$ cat src/rtl/random_access_memory.sv
// 16 x 8-bit program/data memory with a post-reset clear sequencer, CPU bus
// write/read port and front-panel (manual) programming port.
module random_access_memory (
    input  logic       clk,
    input  logic       rst,
    input  logic [3:0] address,
    input  logic       write_from_bus,
    input  logic       output_to_bus,
    input  logic       manual_mode,
    input  logic       manual_write,
    input  logic [7:0] manual_data,
    input  logic [7:0] bus_in,
    output logic [7:0] bus_out,
    output logic       bus_out_en,
    output logic [7:0] contents,
    output logic       init_busy
);

    typedef enum logic {
        CLEAR = 1'b0,
        RUN   = 1'b1
    } state_e;

    state_e     state_q, state_d;
    logic [3:0] clear_ptr_q, clear_ptr_d;
    logic       btn_prev_q, btn_prev_d;
    logic [7:0] mem_q [16];

    logic       btn_rise;
    logic       mem_we;
    logic [3:0] mem_waddr;
    logic [7:0] mem_wdata;

    always_comb begin
        // NOTE: every signal gets a default first so no path through the case infers a latch.
        state_d     = state_q;
        clear_ptr_d = clear_ptr_q;
        btn_prev_d  = manual_write;
        btn_rise    = manual_write && !btn_prev_q;
        mem_we      = 1'b0;
        mem_waddr   = address;
        mem_wdata   = bus_in;

        case (state_q)
            CLEAR: begin
                mem_we      = 1'b1;
                mem_waddr   = clear_ptr_q;
                mem_wdata   = 8'h00;
                clear_ptr_d = clear_ptr_q + 4'd1;
                if (clear_ptr_q == 4'hF) begin
                    state_d = RUN;
                end
            end
            RUN: begin
                if (manual_mode) begin
                    if (btn_rise) begin
                        mem_we    = 1'b1;
                        mem_wdata = manual_data;
                    end
                end else if (write_from_bus) begin
                    mem_we = 1'b1;
                end
            end
            default: state_d = CLEAR;
        endcase
    end

    // NOTE: sequential state uses non-blocking assignments only; the comb block above uses blocking.
    always_ff @(posedge clk) begin
        if (rst) begin
            state_q     <= CLEAR;
            clear_ptr_q <= 4'd0;
            btn_prev_q  <= 1'b1;
        end else begin
            state_q     <= state_d;
            clear_ptr_q <= clear_ptr_d;
            btn_prev_q  <= btn_prev_d;
        end
    end

    // NOTE: the array itself has no reset; the clear sequencer zeroes it, keeping it RAM-inferable.
    always_ff @(posedge clk) begin
        if (mem_we && !rst) begin
            mem_q[mem_waddr] <= mem_wdata;
        end
    end

    assign init_busy  = (state_q == CLEAR);
    assign bus_out_en = (state_q == RUN) && !manual_mode && output_to_bus;
    assign contents   = mem_q[address];
    assign bus_out    = bus_out_en ? mem_q[address] : 8'h00;

endmodule

$ cat config.mk
export PLATFORM = sky130hd
export DESIGN_NAME = random_access_memory
export DESIGN_NICKNAME = d
export VERILOG_FILES = /design/src/rtl/random_access_memory.sv
export SDC_FILE = /design/constraint.sdc
export NUM_CORES = 1
export LEC_CHECK = 0
export CAP_MARGIN = 20
export CORE_UTILIZATION = 49
export DETAILED_ROUTE_END_ITERATION = 6
export GPL_TIMING_DRIVEN = 1
export PLACE_DENSITY = 0.72
export SKIP_LAST_GASP = 1
export SLEW_MARGIN = 10
export SYNTH_ARGS = -nofsm -noshare
export SYNTH_HDL_FRONTEND = slang
export SYNTH_SLANG_ARGS = --single-unit
$ cat constraint.sdc
create_clock -name clk -period 2 [get_ports clk]
set_input_delay 0.3 -clock clk [delete_from_list [all_inputs] [get_ports clk]]
set_output_delay 0.3 -clock clk [all_outputs]
set_load 0.005 [all_outputs]
==> metrics.cfg <==
[setup_path]
required_ns=1.70
endpoint=contents[5]
crit_fanout=2
r2r-start=btn_prev_q
worstRegToRegCells=4
worstPathArrival_ns=1.96
end_kind=output port
start_kind=flop
r2r_end=mem_q[8][3]
regToRegSetupSlack_ns=0.13
critPathLaunch=mem_q[14][5]
critPathKind=flop to output port

[timing]
setup_slack_ns=-0.261
max_slew_margin_pct=34.3
worstMarginPinSlew_ns=0.982
rsz0062_at_grt=true
fin_crit_ns=2.26
hold_slack_ns=0.396
setup_violations=16
fin_setup_tns_ns=-2.86
min_period_over_period_pct=113
fin_skew_ns=0.00748
slew_violations=0
final-hold-violation-count=0
fmax_ghz=0.442

[route]
drt-initial-drc-count=250
wl_um=13200
wl_met3_um=1110
post_drt_wl_per_cell_um=23.8
avgViaCountPerCell=5.94
firstDrtPassIters=5
antenna_left=0
drc=0
highest_layer=met4
wl_met1_um=5400
vias=3280
wl_met2_um=6360

[run_status]
violations=setup timing
status=finished with violations

[die]
rows=38
die_w_um=108
core_area_mm2=0.0109
initial_core_util_pct=50.5
die-area_mm2=0.0116
ios=44
die_y_um=108

[final_layout]
final_common_cell=edfxtp_1
final_cells=552
nets=426
fin_util_pct=66.4
fillers=727
layout-drive-gt1-share_pct=43.0
antenna_cells=0
syn2layout_area_growth_pct=31.5
final_cell_mix=edfxtp_1 (128), buf_4 (52), mux4_2 (32), clkdlybuf4s50_1 (24), nor3_1 (18)

[synth]
syn_area_mm2=0.00550
synth_area_leader_cell=edfxtp_1
synth_ff_type=edfxtp_1
synth-seq-cells=134
synth_top_area_share_pct=69.9
synth-edff-count=128
synth_fp_nets=317
ys_seq_area_share_pct=72.1
yosys_warnings=0
post_synth.cell_area_avg_um2=19.0
ys_async_sr_fraction_pct=0
synth_cell_types=35
synth_cells=290
synth.area.top_cells=edfxtp_1 (70%), mux4_2 (11%), mux2i_1 (3.1%), dfxtp_1 (2.2%), mux4_1 (1.9%)

[global_route]
grt_usage_pct=24.4
grt_pass1_wl_um=19100
overflow=0
grt_max_degree=18
antenna_found_initial=0
grt_pass1_vias=3209

[placement]
dp_hpwl_um=7940
placed_cells=505
numPortBuffers=43
gp_congestion=0.786

[power]
ir_drop_v=0.00114
p_per_area_mw_per_mm2=896
power.total_uw=6470
leakagePower_uw=0.00256

[clock_tree]
cts_buffers=17
root_buffer=clkbuf_8
insertion_delay_ns=0.52
clkSlewWorstSetupHoldPaths_ns=0.06
cts_tree=yes
cts_max_level=4
cts_num_sinks=134
cts_buffer_depth=2

[worst_hold_path]
hold_class=input pin to flop

[job]
maxCapViolCount=0

registers in the layout, summed over array words and instances (netlist names):
name,count
btn_prev_q,1
state_q,1
mem_q,128
clear_ptr_q,4
cells by family (layout without fill, tap and decap cells):
group,count (synthesis),in the layout,synth area share [%]
AO/OA/AOI/OAI,34,34,3.98
multiplexers,49,49,16.5
flip-flops,134,134,72.1
XOR/XNOR,3,3,0.478
buffers and inverters,21,143,2.41
AND/OR/NAND/NOR,48,48,4.32
adder cells (fa/ha/maj),1,1,0.228
how the worst min path moves through the flow:
stage	from	to	slack, ns	cells after the start
6_report	manual_write	btn_prev_q	0.40	2
5_1_grt	manual_write	btn_prev_q	0.39	2
4_1_cts	manual_write	btn_prev_q	0.38	2
3_5_place_dp	clear_ptr_q[3]	state_q	0.54	2
3_3_place_gp	clear_ptr_q[3]	state_q	0.54	2
2_1_floorplan	rst	state_q	0.37	1
metrics by stage:
stage	instance area (um^2)	setup WS [ns]
global route	7230	-0.317
CTS	7170	-0.245
floorplan	5500	-0.0930
finish	7230	-0.261
detailed placement	6400	-0.656
global placement	6400	-0.640
timing repair:
item	in CTS	in global routing
buffers inserted	10	0
cloned	2	0
endpoints found under the setup margin	50	33
hold buffers	0	0
gates resized for setup	105	10
pin swaps	17	9
where the power goes:
part | switching (uW) | internal [uW] | total, uW
combinational | 228 | 262 | 490
sequential | 18.6 | 3070 | 3090
clock | 1220 | 1680 | 2900
total | 1460 | 5010 | 6470
worst max-delay path: stages (launching register included):
cell and delay [ns]:
edfxtp_1 0.38, mux4_2 0.51, mux2i_2 0.22, buf_4 0.16
a21oi_2 0.04, buf_2 0.12
routing by layer:
| layer | up-vias | GRT usage, % |
|---|---|---|
| li1 | 1422 | - |
| met1 | 1678 | 33.5 |
| met2 | 160 | 37.5 |
| met3 | 20 | 5.57 |
| met4 | 0 | 11.5 |
| met5 | - | 0 |
area by class of cell:
cell class,count,area (um^2),area share [%]
Sequential cell,134,3970,54.9
Multi-Input combinational cell,135,1580,21.9
Timing Repair Buffer,107,925,12.8
Clock buffer,17,414,5.73
Tap cell,140,175,2.42
Clock inverter,15,146,2.03
Inverter,4,17.5,0.242
cells in the mapped netlist (2+ instances only):
cell / instances
inv_1: 3
dfxtp_1: 6
mux4_1: 4
nand2_1: 2
mux2i_1: 17
mux4_2: 28
a31oi_1: 3
nand3b_1: 2
and3_1: 2
a21oi_1: 11
clkbuf_1: 6
nor2_1: 16
buf_2: 6
a211oi_1: 8
nand2b_1: 3
edfxtp_1: 128
buf_6: 2
o22ai_1: 8
xor2_1: 2
nor3_1: 18
Note: power is estimated with default switching activity, not from simulation.
